### config.mk
export PLATFORM = sky130hd
export DESIGN_NAME = io_key_capture_flat
export DESIGN_NICKNAME = d
export VERILOG_FILES = /design/src/rtl/io_key_capture_pkg.sv /design/src/rtl/io_key_capture_if.sv /design/src/rtl/io_key_capture_key_debounce.sv /design/src/rtl/io_key_capture.sv /design/src/flat_wrapper.sv
export SDC_FILE = /design/constraint.sdc
export NUM_CORES = 1
export LEC_CHECK = 0
export BUFFER_PORTS_ARGS = -buffer_cell sky130_fd_sc_hd__buf_2
export CAP_MARGIN = 40
export CORE_MARGIN = 3
export CORE_UTILIZATION = 50
export CTS_BUF_LIST = sky130_fd_sc_hd__clkbuf_4
export DETAILED_ROUTE_END_ITERATION = 10
export MAX_ROUTING_LAYER = met4
export PLACE_DENSITY = 0.85
export SETUP_SLACK_MARGIN = 0.05
export SLEW_MARGIN = 20
export SYNTH_ARGS = -nofsm -noshare
export SYNTH_HDL_FRONTEND = slang
export SYNTH_SLANG_ARGS = --single-unit
### constraint.sdc
create_clock -name clk -period 2.05 [get_ports clk]
set_input_delay 0.41 -clock clk [delete_from_list [all_inputs] [get_ports clk]]
set_output_delay 0.41 -clock clk [all_outputs]
set_load 0.005 [all_outputs]
### src/rtl/io_key_capture_pkg.sv
`default_nettype none
// ============================================================================
// Module   : io_pkg
// Purpose  : Shared types and constants for the I/O key capture block.
//            Holds the per-key debounce state encoding and the I/O address
//            decode bit positions used by the CPU-side address decoder.
// Ports    : none (package)
// Revision : 1.0 - initial release
// ============================================================================
package io_pkg;

    // Per-key debounce state, explicit 2-bit encoding.
    typedef enum logic [1:0] {
        KEY_UP     = 2'd0,
        KEY_DEB_DN = 2'd1,
        KEY_DOWN   = 2'd2,
        KEY_DEB_UP = 2'd3
    } key_state_t;

    // I/O address decode bits (one-hot select bits above the I/O base).
    localparam int c_io_leds_bit = 2;
    localparam int c_io_hex_bit  = 3;
    localparam int c_io_key_bit  = 4;
    localparam int c_io_sw_bit   = 5;
    localparam int c_io_base_bit = 8;

endpackage
`default_nettype wire

### src/rtl/io_key_capture_if.sv
`default_nettype none
// ============================================================================
// Module   : io_key_capture_if
// Purpose  : CPU register-access bus for the key capture block.
// Signals  : sel   - access targets this block (decoded address)
//            we    - write strobe, qualified by sel
//            wdata - 32-bit write data
//            rdata - 32-bit read data (zero when not selected)
// Modports : master (CPU side), slave (peripheral side)
// Revision : 1.0 - initial release
// ============================================================================
interface io_key_capture_if;

    logic        sel;
    logic        we;
    logic [31:0] wdata;
    logic [31:0] rdata;

    modport master (output sel, output we, output wdata, input  rdata);
    modport slave  (input  sel, input  we, input  wdata, output rdata);

endinterface
`default_nettype wire

### src/rtl/io_key_capture_key_debounce.sv
`default_nettype none
// ============================================================================
// Module   : key_debounce
// Purpose  : One push-button: 2-flop synchronizer, debounce FSM and counter.
// Ports    : clk          - system clock
//            rst          - asynchronous active-high reset
//            i_key_n      - raw active-low button, asynchronous to clk
//            o_level      - registered debounced level, 1 = held down
//            o_enter_down - high in the cycle whose edge moves the FSM to DOWN
// Revision : 1.0 - initial release
// ============================================================================
module key_debounce
    import io_pkg::*;
#(
    parameter int DEBOUNCE_CYCLES = 4
) (
    input  logic clk,
    input  logic rst,
    input  logic i_key_n,
    output logic o_level,
    output logic o_enter_down
);

    localparam int                 c_cnt_w   = $clog2(DEBOUNCE_CYCLES + 1);
    localparam logic [c_cnt_w-1:0] c_cnt_max = c_cnt_w'(DEBOUNCE_CYCLES);
    localparam logic [c_cnt_w-1:0] c_cnt_one = c_cnt_w'(1);

    logic               r_meta;
    logic               r_sync;
    key_state_t         r_state;
    logic [c_cnt_w-1:0] r_cnt;
    logic               r_level;

    // The flops carry the inverted key so that their reset value (0) reads
    // as "key up"; a key held through reset then looks like a fresh press.
    always_ff @(posedge clk or posedge rst) begin
        if (rst) begin
            r_meta <= 1'b0;
            r_sync <= 1'b0;
        end else begin
            r_meta <= ~i_key_n;
            r_sync <= r_meta;
        end
    end

    // The counter only ever counts up inside DEB_DN/DEB_UP and leaves those
    // states once it equals DEBOUNCE_CYCLES, so it cannot wrap.
    always_ff @(posedge clk or posedge rst) begin
        if (rst) begin
            r_state <= KEY_UP;
            r_cnt   <= '0;
            r_level <= 1'b0;
        end else begin
            case (r_state)
                KEY_UP: begin
                    if (r_sync) begin
                        r_state <= KEY_DEB_DN;
                        r_cnt   <= c_cnt_one;
                    end else begin
                        r_cnt   <= '0;
                    end
                end
                KEY_DEB_DN: begin
                    if (!r_sync) begin
                        r_state <= KEY_UP;
                        r_cnt   <= '0;
                    end else if (r_cnt == c_cnt_max) begin
                        r_state <= KEY_DOWN;
                        r_cnt   <= '0;
                        r_level <= 1'b1;
                    end else begin
                        r_cnt   <= r_cnt + c_cnt_one;
                    end
                end
                KEY_DOWN: begin
                    if (!r_sync) begin
                        r_state <= KEY_DEB_UP;
                        r_cnt   <= c_cnt_one;
                    end else begin
                        r_cnt   <= '0;
                    end
                end
                KEY_DEB_UP: begin
                    if (r_sync) begin
                        r_state <= KEY_DOWN;
                        r_cnt   <= '0;
                    end else if (r_cnt == c_cnt_max) begin
                        r_state <= KEY_UP;
                        r_cnt   <= '0;
                        r_level <= 1'b0;
                    end else begin
                        r_cnt   <= r_cnt + c_cnt_one;
                    end
                end
                default: begin
                    r_state <= KEY_UP;
                    r_cnt   <= '0;
                    r_level <= 1'b0;
                end
            endcase
        end
    end

    assign o_level      = r_level;
    assign o_enter_down = (r_state == KEY_DEB_DN) && r_sync && (r_cnt == c_cnt_max);

endmodule
`default_nettype wire

### src/rtl/io_key_capture.sv
`default_nettype none
// ============================================================================
// Module   : io_key_capture
// Purpose  : Debounced push-button capture with sticky press flags and a
//            CPU register interface.
// Ports    : clk     - system clock (single clock domain)
//            reset   - asynchronous active-high reset
//            key_n   - raw active-low buttons [NKEYS]
//            bus     - CPU access (slave): sel/we/wdata in, rdata out
//                      read  = {24'b0, pressed[3:0], level[3:0]}
//                      write = clear pressed[i] where wdata[4+i]=1
//            level   - debounced key state, 1 = held down [NKEYS]
//            pressed - sticky press-event flags [NKEYS]
// Revision : 1.0 - initial release
// ============================================================================
module io_key_capture
    import io_pkg::*;
#(
    parameter int DEBOUNCE_CYCLES = 4,
    parameter int NKEYS           = 4
) (
    input  logic               clk,
    input  logic               reset,
    input  logic [NKEYS-1:0]   key_n,
    io_key_capture_if.slave    bus,
    output logic [NKEYS-1:0]   level,
    output logic [NKEYS-1:0]   pressed
);

    logic [NKEYS-1:0] w_enter_down;
    logic [NKEYS-1:0] w_clr;
    logic [NKEYS-1:0] r_pressed;
    logic [3:0]       w_level_rd;
    logic [3:0]       w_pressed_rd;
    logic             w_wr;
    logic             w_unused_wdata;

    assign w_wr = bus.sel & bus.we;

    generate
        for (genvar i = 0; i < NKEYS; i++) begin : g_key
            key_debounce #(
                .DEBOUNCE_CYCLES (DEBOUNCE_CYCLES)
            ) u_key_debounce (
                .clk          (clk),
                .rst          (reset),
                .i_key_n      (key_n[i]),
                .o_level      (level[i]),
                .o_enter_down (w_enter_down[i])
            );

            // Keys whose clear bit would fall past wdata[31] are not clearable.
            if (i < 28) begin : g_clr
                assign w_clr[i] = w_wr & bus.wdata[4+i];
            end else begin : g_no_clr
                assign w_clr[i] = 1'b0;
            end
        end

        // Register view always exposes four key slots; absent keys read 0.
        for (genvar j = 0; j < 4; j++) begin : g_rd
            if (j < NKEYS) begin : g_map
                assign w_level_rd[j]   = level[j];
                assign w_pressed_rd[j] = r_pressed[j];
            end else begin : g_pad
                assign w_level_rd[j]   = 1'b0;
                assign w_pressed_rd[j] = 1'b0;
            end
        end
    endgenerate

    // Set term is OR-ed after the clear so a press landing in the same cycle
    // as a clear write is never lost.
    always_ff @(posedge clk or posedge reset) begin
        if (reset) begin
            r_pressed <= '0;
        end else begin
            r_pressed <= (r_pressed & ~w_clr) | w_enter_down;
        end
    end

    assign pressed   = r_pressed;
    assign bus.rdata = bus.sel ? {24'b0, w_pressed_rd, w_level_rd} : 32'b0;

    // Only the clear-mask bits of wdata carry meaning.
    assign w_unused_wdata = ^bus.wdata;

endmodule
`default_nettype wire

### src/flat_wrapper.sv
// flat-port wrapper written by rule: the top's interface ports become plain ports
module io_key_capture_flat import io_pkg::*;
#(
    parameter int DEBOUNCE_CYCLES = 4,
    parameter int NKEYS           = 4
)
  (clk, reset, key_n, level, pressed, bus_sel, bus_we, bus_wdata, bus_rdata);
  io_key_capture_if bus_i ();
  input  logic clk;
  input  logic reset;
  input  logic [NKEYS-1:0] key_n;
  output logic [NKEYS-1:0] level;
  output logic [NKEYS-1:0] pressed;
  input wire logic [$bits(bus_i.sel)-1:0] bus_sel;
  input wire logic [$bits(bus_i.we)-1:0] bus_we;
  input wire logic [$bits(bus_i.wdata)-1:0] bus_wdata;
  output wire logic [$bits(bus_i.rdata)-1:0] bus_rdata;
  assign bus_i.sel = bus_sel;
  assign bus_i.we = bus_we;
  assign bus_i.wdata = bus_wdata;
  assign bus_rdata = bus_i.rdata;
  io_key_capture #(.DEBOUNCE_CYCLES(DEBOUNCE_CYCLES), .NKEYS(NKEYS)) u_core (.clk(clk), .reset(reset), .key_n(key_n), .bus(bus_i), .level(level), .pressed(pressed));
endmodule
==> metrics.txt <==
status completed; delay of the slowest critical-path stage 430 ps; Final setup viols 0; CP Max Fanout 3; sw power 0.460 mW; Area contributors post-synth dfrtp_1 (52%), buf_4 (12%), ha_1 (5.8%); Max Slew Vio Count 0; register area 901 um^2; post-route ant nets 0; fin crit share 71.2%; initial core utilization 54.5%; FMAX 0.685 GHz; Placer Congestion 0.769; register area share after synthesis 52.0%; Crit Path Class flop to output pin; final layout net count 241; clk buf depth 2; # DRC 0; Syn Inst Count 164; Num CTS Buffers 5; share of layout cells above drive strength 1 19.6%; row cnt 20; clk sinks 36; largest net degree at the start of global routing 37; Max H-tree Level 2; vias 1063; Max Cap Viol 0; final hold viol count 0; pre-CTS setup slack 759 ps; Pleak 1.02 nW; Post-synth EDFFs 0; Power Internal 1.07 mW; Pre-antenna DRT Iters 4; Die Y 64.9 um; Power Density 824 mW/mm^2; # hold bufs at CTS 0; Layout Skew 14.2 ps; RSZ-0062 raised after global routing no; crit-path cells and2_1, buf_2; top cell type by total area after synthesis dfrtp_1; Sw Ratio 30.1%; Port Buffers 27; Post-CTS Setup Inserts 0; Tmin final 1460 ps; number of global-route vias before repair 977; io pins 80; sequential power share 58.1%; core box area 0.00318 mm^2; CTS tree done; grt ovf 0; worst r2r path cells 5; area grow syn2layout 7.30%; Diodes inserted 0; fin worst setup slack 589 ps; number of antenna violations at the first check in global routing 0; Iter 0 DRT Violations 95; r2r endpoint u_core.g_key[0].u_key_debounce.r_cnt[0]$_DFF_PP0_; global-route wire length before repair 4220 um; Worst path slowest cell dfrtp_1; Synth top area share 52.0%; Primary FF master, synth dfrtp_1; DP HPWL 1920 um; Max VDD drop 416 uV; Setup crit start kind flop; clk slew on worst S/H paths 110 ps; worst r2r src u_core.g_key[0].u_key_debounce.r_cnt[0]$_DFF_PP0_; routed wire length 2480 um; Synth async-reset ratio 100%; non-filler cells in the finished layout 238; Die Wd 64.9 um; Distinct cells, synth 28; Req. time, crit path 1640 ps; Mean Syn Cell Area 10.6 um^2; setup TNS 0 ps; YS warnings 0; Via density 4.47; routed length per instance 10.4 um; Skew-Pair Late Insertion Delay 330 ps; Comb pwr share 18.4%; Fillers 291; Die Area 0.00421 mm^2; reg-to-reg slack, setup 750 ps; Global Route Usage Sum 13.8%; Resize count post-CTS 0; Hold WC Path Type input pin to asynchronous set/reset pin; Post-Syn Area 0.00173 mm^2; Synth Register Bits 36; proportion of power drawn by the clock network 23.5%; multi-input combinational cell area 647 um^2; CP Capture Type output pin; Placed Cells 230; clock root buffer clkbuf_4; crit path DAT 1050 ps
==> worst max-delay path by stage <==
stage                                                             startpoint                                                end  slack [ps]  cells past startpoint
after detailed placement   u_core.g_key[0].u_key_debounce.r_cnt[0]$_DFF_PP0_  u_core.g_key[0].u_key_debounce.r_cnt[0]$_DFF_PP0_         760                      5
final                                            u_core.pressed[0]$_DFF_PP0_                                       bus_rdata[4]         590                      2
after floorplan                                                        reset                         asynchronous set/reset pin         840                      1
after CTS                                        u_core.pressed[0]$_DFF_PP0_                                       bus_rdata[4]         580                      2
after global routing      u_core.g_key[0].u_key_debounce.o_level$_DFFE_PP0P_                                       bus_rdata[0]         520                      2
after global placement                                               bus_sel                                       bus_rdata[4]         750                      3
==> metrics by stage <==
| step | util (%) | hold WS [ps] | instance area [um^2] | total power [mW] |
|---|---|---|---|---|
| 3_5_place_dp | 56.7 | 336 | 1800 | 1.19 |
| 3_3_place_gp | 56.7 | 333 | 1800 | 1.17 |
| 2_1_floorplan | - | 331 | 1820 | 1.14 |
| 5_1_grt | 58.5 | 161 | 1860 | 1.66 |
| 4_1_cts | 58.5 | 152 | 1860 | 1.56 |
| 6_report | 58.5 | 151 | 1860 | 1.53 |
==> cell type report <==
class | instances | share of cell area [%]
clock inverters | 3 | 1.01
clock buffers | 5 | 2.02
flip-flops and latches | 36 | 48.5
multi-input cells | 107 | 34.8
inverters | 15 | 3.03
repair buffers | 28 | 7.68
well taps | 44 | 2.96
==> worst max-delay path: cells and delay by family (launching register included) <==
family        cells  cell delay (ps)
simple gates      1              170
buf+inv           1              120
flops             1              430
==> per-layer routing <==
metal	track usage [%]	up-vias	wire length [um]
met5	-	-	0
met4	7.92	0	44
met3	5.03	5	232
met2	20.2	37	1130
met1	16.3	480	1070
li1	-	541	-
==> cell families after synthesis <==
group                      synth area share, %
and+or+nand+nor                           13.9
buffers and inverters                     15.6
DFF                                       52.0
AOI/OAI and AO/OA                         6.86
adders and majority gates                 5.78
muxes                                     3.61
xor gates and xnor gates                  2.02
other                                    0.217
==> cell usage after synthesis (all sizes together) (6+ instances only) <==
cell / count
inv: 15
nor2: 9
nand3: 8
o21ai: 6
buf: 28
and2: 12
nand2: 11
dfrtp: 36
ha: 8
==> power groups by stage <==
stage | combinational (mW) | sequential (mW) | clock [mW]
6_report | 0.281 | 0.889 | 0.360
4_1_cts | 0.288 | 0.889 | 0.378
5_1_grt | 0.329 | 0.908 | 0.420
2_1_floorplan | 0.255 | 0.884 | 0
3_5_place_dp | 0.286 | 0.904 | 0
3_3_place_gp | 0.270 | 0.898 | 0
==> cell usage in the layout, fill, tap and decap left out, drive strengths merged <==
cell / instances
dfrtp: 36
buf: 28
conb: 24
inv: 15
and2: 12
nand2: 11
nor2: 9
nand3: 8
ha: 8
o21ai: 6
clkbuf: 5
xor2: 4
mux2i: 4
and3: 4
a21boi: 4
clkinv: 3
a22o: 2
nand4: 2
mux2: 2
nand2b: 1
a41oi: 1
a21oi: 1
nor2b: 1
a22oi: 1
o21a: 1
o22a: 1
Power figures use the tool's default switching activity.
